## config.mk

```make
export PLATFORM = sky130hd
export DESIGN_NAME = io_mmio_ctrl_flat
export DESIGN_NICKNAME = d
export VERILOG_FILES = /design/src/rtl/io_mmio_ctrl_if.sv /design/src/rtl/io_mmio_ctrl.sv /design/src/flat_wrapper.sv
export SDC_FILE = /design/constraint.sdc
export NUM_CORES = 1
export LEC_CHECK = 0
export CORE_ASPECT_RATIO = 0.6
export CORE_MARGIN = 1
export CORE_UTILIZATION = 45
export DETAILED_ROUTE_END_ITERATION = 8
export PLACE_DENSITY = 0.83
export SLEW_MARGIN = 40
export SYNTH_ARGS = -nofsm -noshare
export SYNTH_HDL_FRONTEND = slang
export SYNTH_SLANG_ARGS = --single-unit
```

## constraint.sdc

```tcl
create_clock -name clk_i -period 7.8 [get_ports clk_i]
set_clock_uncertainty 0.05 [all_clocks]
set_input_delay 1.56 -clock clk_i [delete_from_list [all_inputs] [get_ports clk_i]]
set_output_delay 1.56 -clock clk_i [all_outputs]
set_load 0.01 [all_outputs]
```

## src/rtl/io_mmio_ctrl_if.sv

```systemverilog
// Memory-mapped I/O bus: single-cycle request, registered ack/err/rdata one cycle later.
interface io_mmio_ctrl_if;
  logic        req;
  logic        we;
  logic [11:0] addr;
  logic [31:0] wdata;
  logic [3:0]  be;
  logic [31:0] rdata;
  logic        ack;
  logic        err;

  modport master (output req, we, addr, wdata, be, input rdata, ack, err);
  modport slave  (input req, we, addr, wdata, be, output rdata, ack, err);
endinterface

```

## src/rtl/io_mmio_ctrl.sv

```systemverilog
// Board I/O register block: LEDs, seven-segment digits, LCD word, synchronized
// switches and debounced keys with sticky write-1-to-clear press flags.
module io_mmio_ctrl #(
  parameter int NUM_HEX    = 8,
  parameter int LEDR_W     = 17,
  parameter int LEDG_W     = 8,
  parameter int SW_W       = 18,
  parameter int NUM_KEY    = 4,
  parameter int DEB_CYCLES = 16
) (
  input  logic                 clk_i,
  input  logic                 rst_i,
  io_mmio_ctrl_if.slave        bus,
  input  logic [SW_W-1:0]      io_sw_i,
  input  logic [NUM_KEY-1:0]   io_key_i,
  output logic [LEDR_W-1:0]    io_ledr_o,
  output logic [LEDG_W-1:0]    io_ledg_o,
  output logic [31:0]          io_lcd_o,
  output logic [NUM_HEX*7-1:0] io_hex_o
);

  localparam int               CNT_W    = $clog2(DEB_CYCLES);
  localparam logic [CNT_W-1:0] CNT_MAX  = CNT_W'(DEB_CYCLES - 1);
  localparam logic [7:0]       HEX_MASK = 8'((1 << NUM_HEX) - 1);

  typedef enum logic [2:0] {
    SEL_NONE, SEL_LEDR, SEL_LEDG, SEL_HEX, SEL_SW, SEL_KEY, SEL_EDGE, SEL_LCD
  } sel_e;

  // Architectural registers
  logic [LEDR_W-1:0]  ledr;
  logic [LEDG_W-1:0]  ledg;
  logic [31:0]        lcd;
  logic [6:0]         hex [NUM_HEX];
  logic [NUM_KEY-1:0] key_edge;

  // Input conditioning
  logic [SW_W-1:0]    sw_meta, sw_sync;
  logic [NUM_KEY-1:0] key_meta, key_sync, key_stable, key_stable_nxt, edge_set, key_clr;
  logic [CNT_W-1:0]   deb_cnt     [NUM_KEY];
  logic [CNT_W-1:0]   deb_cnt_nxt [NUM_KEY];

  // Bus datapath
  sel_e        sel;
  logic [9:0]  word;
  logic [2:0]  hex_idx;
  logic [31:0] cur_val, merged, be_mask;
  logic        wr_en;
  logic        ack_q, err_q;
  logic [31:0] rdata_q;
  logic        unused_addr_lsb;

  assign word            = bus.addr[11:2];
  assign hex_idx         = word[2:0];
  assign wr_en           = bus.req && bus.we;
  assign unused_addr_lsb = ^bus.addr[1:0];

  // NOTE: every variable driven in always_comb gets a default first, so no path infers a latch.
  always_comb begin
    sel = SEL_NONE;
    case (word)
      10'h000: sel = SEL_LEDR;
      10'h004: sel = SEL_LEDG;
      10'h040: sel = SEL_SW;
      10'h044: sel = SEL_KEY;
      10'h045: sel = SEL_EDGE;
      10'h048: sel = SEL_LCD;
      default: if (word[9:3] == 7'h01 && HEX_MASK[hex_idx]) sel = SEL_HEX;
    endcase
  end

  // Current value of the addressed register, zero-extended; doubles as read data.
  always_comb begin
    cur_val = '0;
    case (sel)
      SEL_LEDR: cur_val[LEDR_W-1:0]  = ledr;
      SEL_LEDG: cur_val[LEDG_W-1:0]  = ledg;
      SEL_HEX: begin
        for (int i = 0; i < NUM_HEX; i++)
          if (hex_idx == 3'(i)) cur_val[6:0] = hex[i];
      end
      SEL_SW:   cur_val[SW_W-1:0]    = sw_sync;
      SEL_KEY:  cur_val[NUM_KEY-1:0] = ~key_stable;
      SEL_EDGE: cur_val[NUM_KEY-1:0] = key_edge;
      SEL_LCD:  cur_val              = lcd;
      default:  cur_val              = '0;
    endcase
  end

  for (genvar b = 0; b < 4; b++) begin : g_be
    assign be_mask[8*b +: 8] = {8{bus.be[b]}};
  end

  assign merged  = (bus.wdata & be_mask) | (cur_val & ~be_mask);
  assign key_clr = (wr_en && sel == SEL_EDGE) ? (bus.wdata[NUM_KEY-1:0] & be_mask[NUM_KEY-1:0])
                                              : '0;

  // Debounce: count consecutive cycles where the synced level disagrees with the stable one.
  always_comb begin
    for (int k = 0; k < NUM_KEY; k++) begin
      key_stable_nxt[k] = key_stable[k];
      deb_cnt_nxt[k]    = '0;
      if (key_sync[k] != key_stable[k]) begin
        if (deb_cnt[k] == CNT_MAX) key_stable_nxt[k] = key_sync[k];
        else                       deb_cnt_nxt[k]    = deb_cnt[k] + 1'b1;
      end
    end
  end

  assign edge_set = key_stable & ~key_stable_nxt;

  // NOTE: clocked blocks use non-blocking (<=) so every flop samples pre-edge values.
  always_ff @(posedge clk_i) begin
    if (rst_i) begin
      sw_meta    <= '0;
      sw_sync    <= '0;
      key_meta   <= '1;
      key_sync   <= '1;
      key_stable <= '1;
      key_edge   <= '0;
      for (int k = 0; k < NUM_KEY; k++) deb_cnt[k] <= '0;
    end else begin
      sw_meta    <= io_sw_i;
      sw_sync    <= sw_meta;
      key_meta   <= io_key_i;
      key_sync   <= key_meta;
      key_stable <= key_stable_nxt;
      // A fresh press wins over a simultaneous clear.
      key_edge   <= (key_edge & ~key_clr) | edge_set;
      for (int k = 0; k < NUM_KEY; k++) deb_cnt[k] <= deb_cnt_nxt[k];
    end
  end

  // NOTE: the digit array is a handful of flops, not a RAM, so every entry is reset to blank.
  always_ff @(posedge clk_i) begin
    if (rst_i) begin
      ledr <= '0;
      ledg <= '0;
      lcd  <= '0;
      for (int i = 0; i < NUM_HEX; i++) hex[i] <= 7'h7F;
    end else if (wr_en) begin
      case (sel)
        SEL_LEDR: ledr <= merged[LEDR_W-1:0];
        SEL_LEDG: ledg <= merged[LEDG_W-1:0];
        SEL_LCD:  lcd  <= merged;
        SEL_HEX: begin
          for (int i = 0; i < NUM_HEX; i++)
            if (hex_idx == 3'(i)) hex[i] <= merged[6:0];
        end
        default: ;
      endcase
    end
  end

  always_ff @(posedge clk_i) begin
    if (rst_i) begin
      ack_q   <= 1'b0;
      err_q   <= 1'b0;
      rdata_q <= '0;
    end else begin
      ack_q   <= bus.req;
      err_q   <= bus.req && (sel == SEL_NONE);
      rdata_q <= (bus.req && !bus.we) ? cur_val : '0;
    end
  end

  assign bus.ack   = ack_q;
  assign bus.err   = err_q;
  assign bus.rdata = rdata_q;

  assign io_ledr_o = ledr;
  assign io_ledg_o = ledg;
  assign io_lcd_o  = lcd;

  for (genvar i = 0; i < NUM_HEX; i++) begin : g_hex
    assign io_hex_o[7*i +: 7] = hex[i];
  end

endmodule

```

## src/flat_wrapper.sv

```systemverilog
// flat-port wrapper written by rule: the top's interface ports become plain ports
module io_mmio_ctrl_flat 
#(
  parameter int NUM_HEX    = 8,
  parameter int LEDR_W     = 17,
  parameter int LEDG_W     = 8,
  parameter int SW_W       = 18,
  parameter int NUM_KEY    = 4,
  parameter int DEB_CYCLES = 16
)
  (clk_i, rst_i, io_sw_i, io_key_i, io_ledr_o, io_ledg_o, io_lcd_o, io_hex_o, bus_req, bus_we, bus_addr, bus_wdata, bus_be, bus_rdata, bus_ack, bus_err);
  io_mmio_ctrl_if bus_i ();
  input  logic clk_i;
  input  logic rst_i;
  input  logic [SW_W-1:0] io_sw_i;
  input  logic [NUM_KEY-1:0] io_key_i;
  output logic [LEDR_W-1:0] io_ledr_o;
  output logic [LEDG_W-1:0] io_ledg_o;
  output logic [31:0] io_lcd_o;
  output logic [NUM_HEX*7-1:0] io_hex_o;
  input wire logic [$bits(bus_i.req)-1:0] bus_req;
  input wire logic [$bits(bus_i.we)-1:0] bus_we;
  input wire logic [$bits(bus_i.addr)-1:0] bus_addr;
  input wire logic [$bits(bus_i.wdata)-1:0] bus_wdata;
  input wire logic [$bits(bus_i.be)-1:0] bus_be;
  output wire logic [$bits(bus_i.rdata)-1:0] bus_rdata;
  output wire logic [$bits(bus_i.ack)-1:0] bus_ack;
  output wire logic [$bits(bus_i.err)-1:0] bus_err;
  assign bus_i.req = bus_req;
  assign bus_i.we = bus_we;
  assign bus_i.addr = bus_addr;
  assign bus_i.wdata = bus_wdata;
  assign bus_i.be = bus_be;
  assign bus_rdata = bus_i.rdata;
  assign bus_ack = bus_i.ack;
  assign bus_err = bus_i.err;
  io_mmio_ctrl #(.NUM_HEX(NUM_HEX), .LEDR_W(LEDR_W), .LEDG_W(LEDG_W), .SW_W(SW_W), .NUM_KEY(NUM_KEY), .DEB_CYCLES(DEB_CYCLES)) u_core (.clk_i(clk_i), .rst_i(rst_i), .bus(bus_i), .io_sw_i(io_sw_i), .io_key_i(io_key_i), .io_ledr_o(io_ledr_o), .io_ledg_o(io_ledg_o), .io_lcd_o(io_lcd_o), .io_hex_o(io_hex_o));
endmodule
```

==> impl_metrics.toml, run 1 <==
[synthesis]
ys_types = 69
synth_area_per_cell_um2 = 9.90
yosysSeqAreaShare_pct = 54.2
synth_warnings = 0
synth_seq_cells = 215
postSynthCellCount = 907
netlist_area_um2 = 8970
synthesis.nets = 985
synth_edf_count = 56
async_reset_ff_share_pct = 0
ys.flop_type = "dfxtp_1"

[die]
die-area_um2 = 20500
num_io_pins = 221
die_h_um = 111
rows = 39
initial_utilization_pct = 46.6
die_w_um = 184
coreArea_um2 = 19300

[run]
cap_viol_max_count = 0

[layout]
fin_util_pct = 61.9
n_antenna_cell = 0
area_delta_synth_final_pct = 33.0
fill_cells = 1545
drive_gt1_share_pct = 7.28
nets = 1179

[setup_path]
endpoint_kind = "register"
cp.required_ps = 7960
path_class = "input port to register"
critPathMaxFanout = 19
start_kind = "input port"
worst_ep_arrival_time_ps = 4710

[route]
antenna_left = 0
post-route-drc-count = 0
wire_per_inst_um = 19.8
drt-pass1-iter-count = 6
via_per_inst = 5.61
drt_iter0_markers = 929
routed_wl_mm = 27.2
vias = 7737

[worst_hold_path]
hold_path_class = "register to register"

[clock_tree]
cts_tree = "built"
holdBufCountCts = 0
clk_latency_ps = 490
numCtsBuffers = 20
clkTransAtPathRegs_ps = 70
post_cts_buffers = 0
htreeDepth = 1
clkSinkCount = 215
root_buffer = "clkbuf_16"
clock_path_buffers = 3
cts_resized = 0

[global_route]
grt_max_degree = 102
grt_pass1_wl_mm = 40.9
antenna_found_initial = 1
overflow = 0
grt_pass1_vias = 7197
grt_usage_pct = 25.9

[power_and_ir_drop]
power_density_nw_per_um2 = 197
static-leakage-power_uw = 0.00417
ir_drop_mv = 0.110

[sta]
fin_ws_ps = 3250
period_needed_ps = 4550
setup_viol = 0
relSlewSlack_pct = 40.3
period_share_pct = 58.3
hold_viol = 0
fmax_mhz = 220
tightest_slew_ps = 890
finalSetupTns_ps = 0
maxSlewViolCount = 0
rsz0062_at_grt = "false"

[placed_design]
portBuffers = 218
dp_slack_ps = 2860
gp_congestion = 0.969
dp.final_hpwl_mm = 19.9

[status]
status = "finished clean"
## power by group
| part | switching [µW] | leakage (µW) | internal (µW) | total [µW] |
|---|---|---|---|---|
| clock network | 418 | 0.000317 | 533 | 950 |
| logic | 114 | 0.00200 | 98.1 | 212 |
| registers | 16.7 | 0.00185 | 1170 | 1190 |
## routing by layer
metal  vias up  part of all wire (%)  track usage (%)
li1       3589                     -                -
met1      3607                    43             36.1
met2       494                    42             37.2
met3        47                    14             10.5
met4         0                   2.1             6.22
met5         -                     0                0
## final cells by class
cell class | instances | area, µm² | share of cell area [%]
inverters | 14 | 52.6 | 0.440
repair buffers | 225 | 2220 | 18.6
multi-input cells | 625 | 3830 | 32.1
clock buffers | 27 | 589 | 4.94
flip-flops and latches | 215 | 4860 | 40.8
well taps | 266 | 333 | 2.79
clock inverters | 7 | 43.8 | 0.367
## stage by stage
stage | power (µW) | area (µm²) | cells | hold WS [ps]
after floorplan | 1310 | 8970 | 907 | 339
after global placement | 1420 | 11300 | 1344 | 342
after detailed placement | 1420 | 11300 | 1344 | 346
after CTS | 2360 | 11900 | 1378 | 359
after global routing | 2420 | 11900 | 1379 | 376
final | 2350 | 11900 | 1379 | 356
## path summary, 6_finish.rpt
path,end,slack (ps),start,cells past startpoint
setup reg to reg,u_core.hex[0][44],4950,u_core.hex[0][37],6
hold / removal,u_core.key_sync[1],360,u_core.key_meta[1],1
setup / recovery,u_core.hex[0][11],3250,bus_addr[5],6
hold reg to reg,u_core.key_sync[1],360,u_core.key_meta[1],1
## cells in the mapped netlist, types with 7 or more instances
cell type | count | area, µm²
dfxtp_1 | 159 | 3180
nand2_1 | 126 | 473
a21oi_1 | 61 | 305
nand2b_1 | 59 | 369
nor2_1 | 57 | 214
edfxtp_1 | 56 | 1680
nor2b_1 | 43 | 269
nand3_1 | 39 | 195
clkbuf_1 | 31 | 116
mux2i_1 | 25 | 250
buf_2 | 16 | 80.1
and3_1 | 15 | 93.8
nor3_1 | 15 | 75.1
inv_1 | 14 | 52.6
o22ai_1 | 14 | 87.6
or2_2 | 13 | 81.3
o21ai_0 | 11 | 55.1
a222oi_1 | 9 | 90.1
o211ai_1 | 9 | 67.6
xor2_1 | 9 | 78.8
and2_1 | 7 | 43.8
nand3b_1 | 7 | 52.6
nor3b_1 | 7 | 52.6
## layout by cell type (no fill, tap or decap), types with 9 or more instances in the layout
cell	n
or2_2	13
nand2b_1	59
dfxtp_1	159
a222oi_1	9
edfxtp_1	56
inv_1	14
nor2_1	57
nand3_1	39
a21oi_1	61
nor2b_1	43
clkdlybuf4s50_1	214
and3_1	15
xor2_1	9
o22ai_1	14
mux2i_1	25
clkbuf_16	22
o21ai_0	11
nor3_1	12
o211ai_1	9
nand2_1	126
## logic make-up after synthesis
| kind of cell | Yosys count | share of synthesized area (%) |
|---|---|---|
| adders and majority gates | 4 | 0.558 |
| muxes | 31 | 3.67 |
| AOI/OAI and AO/OA | 167 | 13.0 |
| DFF | 215 | 54.2 |
| buffers and inverters | 67 | 3.40 |
| xor gates and xnor gates | 14 | 1.37 |
| and+or+nand+nor | 409 | 23.9 |
## state kept, by name, indices dropped and copies added (netlist names), 4 cells and up
signal and cells:
u_core.key_edge 4, u_core.sw_sync 18, u_core.key_meta 4, u_core.key_sync 4
u_core.io_ledr_o 17, u_core.hex 56, u_core.bus.rdata 32, u_core.io_ledg_o 8
u_core.io_lcd_o 32, u_core.sw_meta 18, u_core.deb_cnt 16, u_core.key_stable 4
## critical path: stages
cell and delay [ps]:
clkdlybuf4s50_1 990, nor2b_1 560, nand3_2 280, or4_4 600
nor2_1 530, o211ai_1 170
Power figures use the tool's default switching activity.
==> inputs of run 2 (changes only) <==
==> constraint.sdc (replaced) <==
create_clock -name clk_i -period 4.5 [get_ports clk_i]
set_clock_uncertainty 0.05 [all_clocks]
set_input_delay 0.9 -clock clk_i [delete_from_list [all_inputs] [get_ports clk_i]]
set_output_delay 0.9 -clock clk_i [all_outputs]
set_load 0.01 [all_outputs]
==> impl_metrics.toml, run 2 (same netlist as run 1, synthesis figures left out) <==
[setup_path]
r2r_slack_ps = 1990
start_kind = "input port"
worst_ep_arrival_time_ps = 3520
cp.required_ps = 4570
crit_path_top_delay_cell = "o21bai_1"
endpoint_kind = "register"
crit_path_start = "bus_addr[6]"
crit_path_max_incr_delay_ps = 780
cp_cell_sequence = "clkdlybuf4s50_1, nor3_1, nand2_1, nor2_1, nand3_1, o21bai_1"
critPathMaxFanout = 8
r2r_start = "u_core.hex[0][37]"
path_class = "input port to register"

[layout]
layout_common_cells = "clkdlybuf4s50_1 (215), dfxtp_1 (159), nand2_1 (126)"
n_antenna_cell = 0
fin_area_um2 = 12100
layout_commonest_cell = "clkdlybuf4s50_1"
top_register = "u_core.hex"
largest_reg_flops = 56
final_cells = 1397
nets = 1196
drive_gt1_share_pct = 8.22
area_delta_synth_final_pct = 35.1

[clock_tree]
root_buffer = "clkbuf_16"
clkTransAtPathRegs_ps = 60
numCtsBuffers = 21
cts_resized = 0
holdBufCountCts = 0
post_cts_buffers = 0
clkSinkCount = 215
cts_tree = "built"
clock_path_buffers = 3
clk_latency_ps = 500
htreeDepth = 1

[die]
initial_utilization_pct = 46.6
num_io_pins = 221
die-area_um2 = 20500
die_w_um = 184
coreArea_um2 = 19300
rows = 39
die_h_um = 111

[global_route]
overflow = 0
antenna_found_initial = 0
grt_pass1_wl_mm = 40.9
grt_usage_pct = 25.9
grt_max_degree = 73
grt_pass1_vias = 7297

[route]
wire_per_inst_um = 19.6
antenna_left = 0
vias = 7782
post-route-drc-count = 0
drt-pass1-iter-count = 7
via_per_inst = 5.57
routed_wl_mm = 27.3
drt_iter0_markers = 841

[sta]
period_needed_ps = 3450
relSlewSlack_pct = 40.9
fin_ws_ps = 1050
period_share_pct = 76.6
setup_viol = 0
maxSlewViolCount = 0
tightest_slew_ps = 885
hold_viol = 0
rsz0062_at_grt = "false"
fmax_mhz = 290
finalSetupTns_ps = 0

[placed_design]
dp.cells = 1361
dp.final_hpwl_mm = 20.5
portBuffers = 218
dpl_cell_area_um2 = 11400
gp_congestion = 0.973
dp_slack_ps = 595

[power_and_ir_drop]
ir_drop_mv = 0.335
power_density_nw_per_um2 = 351
finalPower_uw = 4260
static-leakage-power_uw = 0.00427

[status]
status = "finished clean"

[run]
cap_viol_max_count = 0

[worst_hold_path]
hold_path_class = "register to register"
hp-start = "u_core.key_meta[3]"
==> run 2: changes by cell type in the layout (fill, tap and decap cells not counted), sizes merged <==
| cell | previous run | this run |
|---|---|---|
| clkinvlp | 0 | 1 |
| clkinv | 6 | 1 |
| buf | 11 | 26 |
| inv | 15 | 16 |
| clkdlybuf4s50 | 214 | 215 |
| clkbuf | 27 | 31 |
| bufinv | 0 | 1 |
==> run 2: critical path: cells and delay by family <==
family	cells	cell delay, ps
buffers and inverters	1	480
and+or+nand+nor	4	1360
AOI/OAI and AO/OA	1	780
==> run 2: final cells by class <==
cell class	instances	area, µm²
Fill cell	1561	7150
Sequential cell	215	4860
Clock inverter	5	55.1
Clock buffer	31	668
Tap cell	266	333
Inverter	14	52.6
Timing Repair Buffer	241	2340
Multi-Input combinational cell	625	3810
==> run 2: where the power goes <==
group	switching [µW]	total (µW)	internal [µW]
registers	28.6	2060	2030
clock network	732	1820	1090
logic	198	374	176
==> run 2: worst paths after layout <==
path | to | cells after the start
worst max-delay path | u_core.hex[0][21] | 6
worst min-delay path | u_core.key_sync[3] | 1
worst max register to register | u_core.hex[0][9] | 7
worst min register to register | u_core.key_sync[3] | 1
==> run 2: layer usage <==
metal	wire length [µm]	vias to the layer above	GRT usage, %
met2	11500	472	38.0
met3	3770	57	10.1
met1	11400	3633	35.7
met4	663	0	6.39
met5	0	-	0
li1	-	3620	-
==> run 2: through the flow <==
step                hold WS (ps)  utilization, %
floorplan                    339               -
global placement             344            59.2
detailed placement           345            59.2
CTS                          360            62.9
global route                 368            62.9
finish                       361            62.9
